File: src/rtl/pipe_pkg.sv
// Shared pipeline definitions: skid-stage state encoding and the default NOP word.
package pipe_pkg;

  typedef enum logic [1:0] {
    S_EMPTY = 2'd0,
    S_ONE   = 2'd1,
    S_FULL  = 2'd2
  } stage_state_e;

  // addi x0, x0, 0
  localparam logic [31:0] NOP_INST_DEF = 32'h0000_0013;

endpackage

File: src/rtl/pipe_skid_stage.sv
// Two-entry skid pipeline register (main + skid, FIFO order) with registered ready
// and flush-to-NOP, replacing the per-stage IF/ID .. MEM/WB registers.
module pipe_skid_stage
  import pipe_pkg::*;
#(
  parameter int                PAYLOAD_W = 96,
  parameter int                CTRL_W    = 8,
  parameter int                INST_W    = 32,
  parameter logic [INST_W-1:0] NOP_INST  = INST_W'(NOP_INST_DEF)
) (
  input  logic                 i_clk,
  input  logic                 i_reset,
  input  logic                 i_flush,
  input  logic                 i_valid,
  output logic                 o_ready,
  input  logic [INST_W-1:0]    i_inst,
  input  logic [PAYLOAD_W-1:0] i_payload,
  input  logic [CTRL_W-1:0]    i_ctrl,
  output logic                 o_valid,
  input  logic                 i_ready,
  output logic [INST_W-1:0]    o_inst,
  output logic [PAYLOAD_W-1:0] o_payload,
  output logic [CTRL_W-1:0]    o_ctrl,
  output logic [1:0]           o_occupancy
);

  localparam int ENT_W = INST_W + PAYLOAD_W + CTRL_W;

  stage_state_e     state;
  logic [ENT_W-1:0] main_q, skid_q;
  logic             valid_q, ready_q;
  logic [1:0]       occ_q;

  logic [ENT_W-1:0] in_ent;
  logic             in_xfer, out_xfer;

  assign in_ent   = {i_inst, i_payload, i_ctrl};
  assign in_xfer  = i_valid & ready_q;
  assign out_xfer = valid_q & i_ready;

  // valid/ready/occupancy are registered alongside the state so no output
  // ever sees a combinational path from i_ready.
  always_ff @(posedge i_clk or negedge i_reset) begin
    if (!i_reset) begin
      state   <= S_EMPTY;
      main_q  <= '0;
      skid_q  <= '0;
      valid_q <= 1'b0;
      ready_q <= 1'b0;
      occ_q   <= 2'd0;
    end else if (i_flush) begin
      state   <= S_EMPTY;
      main_q  <= {NOP_INST, {PAYLOAD_W{1'b0}}, {CTRL_W{1'b0}}};
      skid_q  <= '0;
      valid_q <= 1'b0;
      ready_q <= 1'b1;
      occ_q   <= 2'd0;
    end else begin
      case (state)
        S_EMPTY: begin
          ready_q <= 1'b1;
          if (in_xfer) begin
            main_q  <= in_ent;
            state   <= S_ONE;
            valid_q <= 1'b1;
            occ_q   <= 2'd1;
          end
        end
        S_ONE: begin
          case ({in_xfer, out_xfer})
            2'b11: main_q <= in_ent;
            2'b10: begin
              skid_q  <= in_ent;
              state   <= S_FULL;
              ready_q <= 1'b0;
              occ_q   <= 2'd2;
            end
            2'b01: begin
              state   <= S_EMPTY;
              valid_q <= 1'b0;
              occ_q   <= 2'd0;
            end
            default: ;
          endcase
        end
        S_FULL: begin
          if (out_xfer) begin
            main_q  <= skid_q;
            state   <= S_ONE;
            ready_q <= 1'b1;
            occ_q   <= 2'd1;
          end
        end
        default: begin
          state   <= S_EMPTY;
          valid_q <= 1'b0;
          ready_q <= 1'b1;
          occ_q   <= 2'd0;
        end
      endcase
    end
  end

  assign o_valid     = valid_q;
  assign o_ready     = ready_q;
  assign o_occupancy = occ_q;
  assign o_inst      = main_q[ENT_W-1 -: INST_W];
  assign o_payload   = main_q[CTRL_W +: PAYLOAD_W];
  assign o_ctrl      = main_q[CTRL_W-1:0];

endmodule

File: config.mk
export PLATFORM = sky130hd
export DESIGN_NAME = pipe_skid_stage
export DESIGN_NICKNAME = d
export VERILOG_FILES = /design/src/rtl/pipe_pkg.sv /design/src/rtl/pipe_skid_stage.sv
export SDC_FILE = /design/constraint.sdc
export NUM_CORES = 1
export LEC_CHECK = 0
export CAP_MARGIN = 20
export CORE_ASPECT_RATIO = 0.5
export CORE_MARGIN = 2
export CORE_UTILIZATION = 40
export DETAILED_ROUTE_END_ITERATION = 10
export GPL_TIMING_DRIVEN = 0
export PLACE_DENSITY = 0.67
export SLEW_MARGIN = 0
export SYNTH_ARGS = -nofsm -noshare
export SYNTH_HDL_FRONTEND = slang
export SYNTH_SLANG_ARGS = --single-unit
File: constraint.sdc
create_clock -name i_clk -period 2 [get_ports i_clk]
set_input_delay 0.3 -clock i_clk [delete_from_list [all_inputs] [get_ports i_clk]]
set_output_delay 0.3 -clock i_clk [all_outputs]
set_load 0.02 [all_outputs]
==> results of run 1 <==
==> metrics by stage <==
step | total power [mW] | setup slack [ns]
2_1_floorplan | 15.3 | 0.0106
4_1_cts | 26.1 | -0.0240
6_report | 27.1 | 0.0382
3_3_place_gp | 20.5 | -10.98
3_5_place_dp | 20.8 | -0.755
5_1_grt | 28.5 | -0.0333
==> worst max-delay path by stage <==
stage                                   to  slack, ns  cells past startpoint
floorplan           main_q[29]$_DFFE_PN0P_       0.01                      9
CTS                 skid_q[95]$_DFFE_PN0P_      -0.02                      8
global placement    main_q[10]$_DFFE_PN0P_     -10.98                      1
global route        main_q[67]$_DFFE_PN0P_      -0.03                      6
detailed placement  main_q[66]$_DFFE_PN0P_      -0.76                      8
finish                             o_ready       0.04                      1
==> cells in the mapped netlist, types with 2 or more instances <==
| master | n |
|---|---|
| buf_4 | 6 |
| ha_1 | 4 |
| a21boi_0 | 2 |
| a211oi_1 | 137 |
| nand2_1 | 275 |
| nor2_1 | 8 |
| inv_1 | 2 |
| dfrtp_1 | 276 |
| buf_2 | 40 |
| buf_1 | 14 |
| clkbuf_1 | 60 |
| nor2b_1 | 3 |
| nand4_1 | 2 |
| nor3_1 | 2 |
| a21oi_1 | 270 |
| mux2i_1 | 136 |
==> final cells by class <==
cell class / instances / area (sq um)
Antenna cell: 7 / 17.5
Buffer: 118 / 774
Clock buffer: 36 / 749
Clock inverter: 6 / 35.0
Fill cell: 2674 / 13200
Inverter: 2 / 7.51
Multi-Input combinational cell: 851 / 5200
Sequential cell: 276 / 6910
Tap cell: 423 / 529
Timing Repair Buffer: 301 / 3100
==> sequential cells by signal, indices dropped and copies added, names as in the netlist <==
| signal | flops |
|---|---|
| o_occupancy | 2 |
| skid_q | 136 |
| o_valid | 1 |
| main_q | 136 |
| o_ready | 1 |
==> where the power goes <==
group / switching, mW / internal (mW) / leakage [nW]
logic: 7.59 / 6.33 / 2.76
clock network: 2.10 / 2.59 / 0.383
registers: 1.11 / 7.36 / 3.70
==> metal layers <==
layer | GRT usage [%] | share of wire (%) | up-vias
li1 | - | - | 5079
met1 | 29.6 | 42 | 5358
met2 | 40.4 | 51 | 285
met3 | 3.42 | 4.2 | 80
met4 | 8.69 | 3.2 | 0
met5 | 0 | 0 | -
==> timing repair <==
action | in CTS | in global routing
gates cloned | 0 | 3
endpoints found under the setup margin | 274 | 257
setup buffers | 10 | 6
gates resized for setup | 62 | 99
endpoints found under the hold margin | 74 | 0
pin swaps | 2 | 2
hold buffers | 1 | 0
==> cells by family (layout without fill, tap and decap cells) <==
family | after synthesis | in the layout | synth area share (%)
flops | 276 | 276 | 55.4
other cells | 0 | 7 | 0
simple gates | 296 | 296 | 9.20
buf+inv | 123 | 463 | 4.35
fa+ha+maj | 4 | 4 | 0.401
compound gates | 413 | 413 | 19.6
mux | 137 | 137 | 11.0
xor+xnor | 1 | 1 | 0.0703
==> impl_metrics.prom, run 1 <==
# TYPE chip_impl_metric gauge
chip_impl_info{name="result_of_the_run",value="completed"} 1
chip_impl_metric{name="gr_ovfl_total",unit=""} 0
chip_impl_metric{name="cp.arrival",unit="ns"} 1.66
chip_impl_metric{name="final_hold_viol_count",unit=""} 0
chip_impl_metric{name="ff2ff_setup_slack",unit="ns"} 0.05
chip_impl_metric{name="ff2ff_path_depth",unit=""} 9
chip_impl_metric{name="layout_cell_share_with_drive_strength_beyond_1",unit="%"} 10.8
chip_impl_metric{name="timing.clock.skew",unit="ns"} 0.0205
chip_impl_metric{name="place_hpwl",unit="mm"} 28.0
chip_impl_metric{name="placementRows",unit=""} 45
chip_impl_metric{name="initial_antenna_violation_count",unit=""} 7
chip_impl_metric{name="total_setup_violations_reported_at_the_end_of_the_flow",unit=""} 0
chip_impl_metric{name="slew_headroom",unit="%"} 36.7
chip_impl_info{name="synthFlopType",value="dfrtp_1"} 1
chip_impl_metric{name="num_vias",unit=""} 10800
chip_impl_info{name="r2r_start",value="o_occupancy[1]$_DFFE_PN0P_"} 1
chip_impl_metric{name="async_reset_ff_share",unit="%"} 100
chip_impl_metric{name="post_layout_net_count",unit=""} 1721
chip_impl_metric{name="post_layout_nonfiller_instances",unit=""} 2020
chip_impl_metric{name="synth_enable_flop_cells",unit=""} 0
chip_impl_metric{name="postLayoutCellArea",unit="sq mm"} 0.0173
chip_impl_metric{name="dieArea",unit="sq mm"} 0.0327
chip_impl_info{name="netlist_top_cells_area",value="dfrtp_1 (55%), mux2i_1 (11%), a21oi_1 (11%)"} 1
chip_impl_info{name="worstSetupStartpoint",value="o_ready$_DFFE_PN0P_"} 1
chip_impl_metric{name="place_congestion",unit=""} 0.858
chip_impl_metric{name="ant_nets",unit=""} 0
chip_impl_metric{name="synthToLayoutAreaGrowth",unit="%"} 39.0
chip_impl_metric{name="static-leakage-power",unit="nW"} 6.85
chip_impl_metric{name="place.detailed.instances",unit=""} 1954
chip_impl_metric{name="clock_network_latency_to_the_later_pin_of_the_worst_skew_pair",unit="ns"} 0.54
chip_impl_metric{name="drt_pass1_iterations",unit=""} 7
chip_impl_metric{name="routed_wl",unit="mm"} 38.8
chip_impl_metric{name="grt_first_pass_wirelength",unit="mm"} 59.4
chip_impl_info{name="timing.hold.worst.class",value="in -> async"} 1
chip_impl_metric{name="syn-mean-instance-area",unit="sq um"} 9.97
chip_impl_info{name="clock_tree.root_cell",value="clkbuf_16"} 1
chip_impl_metric{name="tightest_slew",unit="ns"} 0.949
chip_impl_info{name="most-common-layout-cells",value="clkdlybuf4s50_1 (276), dfrtp_1 (276), nand2_1 (275)"} 1
chip_impl_metric{name="wl_per_cell",unit="um"} 19.2
chip_impl_metric{name="track_usage",unit="%"} 23.2
chip_impl_metric{name="maxSlewViolCount",unit=""} 0
chip_impl_info{name="crit_path_cell_trace",value="clkdlybuf4s50_1"} 1
chip_impl_metric{name="power_per_cell_area",unit="mW/mm^2"} 1560
chip_impl_metric{name="floorplan.io_pins",unit=""} 281
chip_impl_info{name="reg2reg_to",value="main_q[5]$_DFFE_PN0P_"} 1
chip_impl_info{name="post-synth-top-area-cell",value="dfrtp_1"} 1
chip_impl_metric{name="synth.top_cell.area_share",unit="%"} 55.4
chip_impl_metric{name="post_synthesis_net_count",unit=""} 1395
chip_impl_metric{name="netlist_instances",unit=""} 1250
chip_impl_metric{name="crit_path_max_fanout",unit=""} 7
chip_impl_metric{name="critical_path_required",unit="ns"} 1.70
chip_impl_metric{name="first_global_vias",unit=""} 10900
chip_impl_metric{name="timing.max_cap.violations",unit=""} 0
chip_impl_metric{name="vdd_drop_max",unit="V"} 0.000862
chip_impl_metric{name="htreeDepth",unit=""} 1
chip_impl_metric{name="yosys_register_bits",unit=""} 276
chip_impl_metric{name="starting_density",unit="%"} 40.9
chip_impl_info{name="cp_top_family",value="buffers and inverters"} 1
chip_impl_metric{name="cts_buffers",unit=""} 26
chip_impl_info{name="cts_tree",value="yes"} 1
chip_impl_info{name="worstSetupStartpointType",value="flop"} 1
chip_impl_metric{name="cts_num_sinks",unit=""} 276
chip_impl_info{name="crit_path_end_kind",value="output port"} 1
chip_impl_metric{name="port_buffers",unit=""} 279
chip_impl_metric{name="avgViaCountPerCell",unit=""} 5.35
chip_impl_metric{name="synthDistinctLibCells",unit=""} 29
chip_impl_metric{name="core_area",unit="sq mm"} 0.0305
chip_impl_metric{name="cts-root-to-sink-buffers",unit=""} 3
chip_impl_metric{name="synth_area",unit="sq mm"} 0.0125
chip_impl_metric{name="min_period",unit="ns"} 1.96
chip_impl_metric{name="grt_max_degree",unit=""} 126
chip_impl_metric{name="dieHeight",unit="um"} 129
chip_impl_metric{name="worst_path_clk_slew",unit="ns"} 0.07
chip_impl_metric{name="critical_path.max_stage_delay",unit="ns"} 0.68
chip_impl_metric{name="whs",unit="ns"} 0.310
chip_impl_metric{name="layout_worst_path_cycle_share",unit="%"} 98.1
chip_impl_metric{name="place_area",unit="sq mm"} 0.0159
chip_impl_metric{name="post_detailed_route_drc_marker_count",unit=""} 0
chip_impl_metric{name="fp.dieW",unit="um"} 254
chip_impl_metric{name="synth-seq-area-share",unit="%"} 55.4
chip_impl_metric{name="setup_tns",unit="ns"} 0
chip_impl_info{name="worstSetupPathType",value="reg -> out"} 1
chip_impl_metric{name="cp.buffers_inverters",unit=""} 1
chip_impl_metric{name="utilization",unit="%"} 56.8
chip_impl_metric{name="detailedRoute.firstIterationViolations",unit=""} 711
chip_impl_info{name="critical_path.slowest_cell",value="clkdlybuf4s50_1"} 1
chip_impl_metric{name="synth-warning-count",unit=""} 0
chip_impl_metric{name="timing.fmax",unit="GHz"} 0.510
(Power assumes the default switching activity.)
==> run 2: changes to the inputs <==
- CTS_CLUSTER_SIZE: default -> 14
==> results of run 2 <==
No change in the layout: final DEF, timing and power equal those of run 1.
==> run 3: changes to the inputs <==
- clock period: 2 -> 1.8 ns (I/O delays scaled with it)
==> run 3 against run 2 <==
  * The run now ends with setup timing left
  * Via count grew 7.2%
  * Clock skew is 0.0048 ns lower
  * Wire length grew 16%
  * Non-clock buffer count up 43
  * Global-route usage up 1.6 points
  * Worst hold slack lost 0.078 ns
  * Cell count rose by 2.3%
  * Critical path depth grew 9
  * Clock power increased by 23%
  * Critical endpoint is now main_q[99]$_DFFE_PN0P_
==> impl_metrics.prom, run 3 (synthesized netlist as in run 1, its figures left out) <==
# TYPE chip_impl_metric gauge
chip_impl_metric{name="drt_pass1_iterations",unit=""} 5
chip_impl_metric{name="ff2ff_path_depth",unit=""} 10
chip_impl_metric{name="first_global_vias",unit=""} 11600
chip_impl_metric{name="cts_buffers",unit=""} 27
chip_impl_metric{name="place_area",unit="sq mm"} 0.0159
chip_impl_metric{name="layout_cell_share_with_drive_strength_beyond_1",unit="%"} 33.9
chip_impl_metric{name="crit_path_max_fanout",unit=""} 6
chip_impl_metric{name="cts-root-to-sink-buffers",unit=""} 3
chip_impl_metric{name="min_period",unit="ns"} 2.00
chip_impl_metric{name="setup_tns",unit="ns"} -15.22
chip_impl_metric{name="timing.clock.skew",unit="ns"} 0.0157
chip_impl_metric{name="place_congestion",unit=""} 0.857
chip_impl_metric{name="maxSlewViolCount",unit=""} 0
chip_impl_info{name="most-common-layout-cells",value="dfrtp_1 (274), nand2_1 (173), a21oi_1 (146)"} 1
chip_impl_metric{name="timing.critical_path.depth",unit=""} 10
chip_impl_info{name="cts_tree",value="yes"} 1
chip_impl_metric{name="avgViaCountPerCell",unit=""} 5.60
chip_impl_info{name="endpoint",value="main_q[99]$_DFFE_PN0P_"} 1
chip_impl_info{name="grt_setup_unrepaired",value="true"} 1
chip_impl_metric{name="dieHeight",unit="um"} 129
chip_impl_metric{name="power_per_cell_area",unit="mW/mm^2"} 1720
chip_impl_metric{name="cts_num_sinks",unit=""} 276
chip_impl_metric{name="vdd_drop_max",unit="V"} 0.000901
chip_impl_metric{name="detailedRoute.firstIterationViolations",unit=""} 781
chip_impl_metric{name="dieArea",unit="sq mm"} 0.0327
chip_impl_metric{name="static-leakage-power",unit="nW"} 8.93
chip_impl_metric{name="post_layout_net_count",unit=""} 1767
chip_impl_metric{name="worst_path_clk_slew",unit="ns"} 0.07
chip_impl_metric{name="wl_per_cell",unit="um"} 21.7
chip_impl_metric{name="clock_network_latency_to_the_later_pin_of_the_worst_skew_pair",unit="ns"} 0.56
chip_impl_info{name="mostFrequentLayoutCell",value="dfrtp_1"} 1
chip_impl_metric{name="utilization",unit="%"} 66.1
chip_impl_metric{name="layout_worst_path_cycle_share",unit="%"} 111
chip_impl_info{name="failed_checks",value="setup timing"} 1
chip_impl_metric{name="core_area",unit="sq mm"} 0.0305
chip_impl_info{name="result_of_the_run",value="finished with violations"} 1
chip_impl_metric{name="timing.max_cap.violations",unit=""} 0
chip_impl_metric{name="place.detailed.instances",unit=""} 1954
chip_impl_metric{name="htreeDepth",unit=""} 1
chip_impl_info{name="reg2reg_to",value="main_q[99]$_DFFE_PN0P_"} 1
chip_impl_metric{name="cp.buffers_inverters",unit=""} 5
chip_impl_info{name="clock_tree.root_cell",value="clkbuf_16"} 1
chip_impl_info{name="crit_path_end_kind",value="flop"} 1
chip_impl_metric{name="slew_headroom",unit="%"} 33.5
chip_impl_metric{name="regArea",unit="sq mm"} 0.00691
chip_impl_metric{name="multi_input_comb_area",unit="sq mm"} 0.00696
chip_impl_metric{name="fp.dieW",unit="um"} 254
chip_impl_metric{name="critical_path.max_stage_delay",unit="ns"} 0.46
chip_impl_metric{name="tightest_slew",unit="ns"} 0.997
chip_impl_metric{name="initial_antenna_violation_count",unit=""} 5
chip_impl_metric{name="critical_path_required",unit="ns"} 2.25
chip_impl_info{name="cp_top_family",value="buffers and inverters"} 1
chip_impl_metric{name="num-fill-cells",unit=""} 2304
chip_impl_metric{name="total_setup_violations_reported_at_the_end_of_the_flow",unit=""} 204
chip_impl_metric{name="grt_max_degree",unit=""} 126
chip_impl_metric{name="place_hpwl",unit="mm"} 27.9
chip_impl_metric{name="post_detailed_route_drc_marker_count",unit=""} 0
chip_impl_metric{name="post_layout_nonfiller_instances",unit=""} 2067
chip_impl_info{name="r2r_start",value="o_occupancy[1]$_DFFE_PN0P_"} 1
chip_impl_metric{name="cp.arrival",unit="ns"} 2.44
chip_impl_info{name="timing.hold.worst.class",value="in -> async"} 1
chip_impl_metric{name="timing.fmax",unit="GHz"} 0.501
chip_impl_metric{name="layout_setup_ws",unit="ns"} -0.197
chip_impl_metric{name="num_vias",unit=""} 11600
chip_impl_info{name="worstSetupPathType",value="reg -> reg"} 1
chip_impl_metric{name="gr_ovfl_total",unit=""} 0
chip_impl_info{name="critical-path-top-cell-by-count",value="buf_6"} 1
chip_impl_info{name="worstSetupStartpoint",value="o_occupancy[1]$_DFFE_PN0P_"} 1
chip_impl_metric{name="synthToLayoutAreaGrowth",unit="%"} 61.7
chip_impl_info{name="critical_path.slowest_cell",value="dfrtp_2"} 1
chip_impl_metric{name="p_total",unit="mW"} 34.7
chip_impl_metric{name="floorplan.io_pins",unit=""} 281
chip_impl_metric{name="placementRows",unit=""} 45
chip_impl_info{name="crit_path_cell_trace",value="inv_4, ha_4, nor2_4, a21oi_4, buf_6, buf_4, buf_6, and2_4, buf_6, a211oi_1"} 1
chip_impl_metric{name="postLayoutCellArea",unit="sq mm"} 0.0202
chip_impl_metric{name="pre_cts_slack",unit="ns"} -0.693
chip_impl_metric{name="port_buffers",unit=""} 279
chip_impl_metric{name="starting_density",unit="%"} 40.9
chip_impl_metric{name="final_hold_viol_count",unit=""} 0
chip_impl_metric{name="routed_wl",unit="mm"} 44.8
chip_impl_metric{name="whs",unit="ns"} 0.232
chip_impl_info{name="worstSetupStartpointType",value="flop"} 1
chip_impl_metric{name="ant_nets",unit=""} 0
chip_impl_metric{name="grt_first_pass_wirelength",unit="mm"} 63.5
chip_impl_metric{name="track_usage",unit="%"} 24.9
chip_impl_metric{name="ff2ff_setup_slack",unit="ns"} -0.20
## run 3: repair_timing
action,4_1_cts,5_1_grt
endpoints found under the hold margin,60,0
gates resized for setup,397,444
buffers inserted,36,10
pin swaps,20,195
hold buffers,1,0
endpoints found under the setup margin,399,290
cloned,15,15
## run 3: worst min-delay path by stage
stage,startpoint,end,slack (ns),cells past startpoint
after floorplan,i_reset,main_q[0]$_DFFE_PN0P_,-0.03,0
after global placement,skid_q[60]$_DFFE_PN0P_,skid_q[60]$_DFFE_PN0P_,0.51,2
after detailed placement,i_reset,skid_q[88]$_DFFE_PN0P_,0.24,1
after CTS,i_reset,skid_q[88]$_DFFE_PN0P_,0.24,2
after global routing,i_reset,skid_q[92]$_DFFE_PN0P_,0.27,2
final,i_reset,skid_q[88]$_DFFE_PN0P_,0.23,2
## run 3: area by class of cell
type / count / area share [%]
Antenna cell: 4 / 0.0496
Tap cell: 423 / 2.62
Multi-Input combinational cell: 853 / 34.5
Inverter: 2 / 0.0621
Clock inverter: 8 / 0.496
Timing Repair Buffer: 347 / 18.7
Buffer: 115 / 5.49
Sequential cell: 276 / 34.3
Clock buffer: 39 / 3.82
## run 3: metal layers
metal / up-vias / GRT usage (%) / share of wire, %
met4: 2 / 9.97 / 3.3
met2: 362 / 42.9 / 51
li1: 5169 / - / -
met5: - / 0 / 0.029
met1: 5947 / 31.6 / 41
met3: 96 / 4.05 / 4.5
## run 3: power breakdown
group | total, mW | internal, mW | switching [mW]
registers | 9.43 | 8.18 | 1.25
clock network | 5.75 | 3.26 | 2.49
logic | 19.6 | 8.83 | 10.7
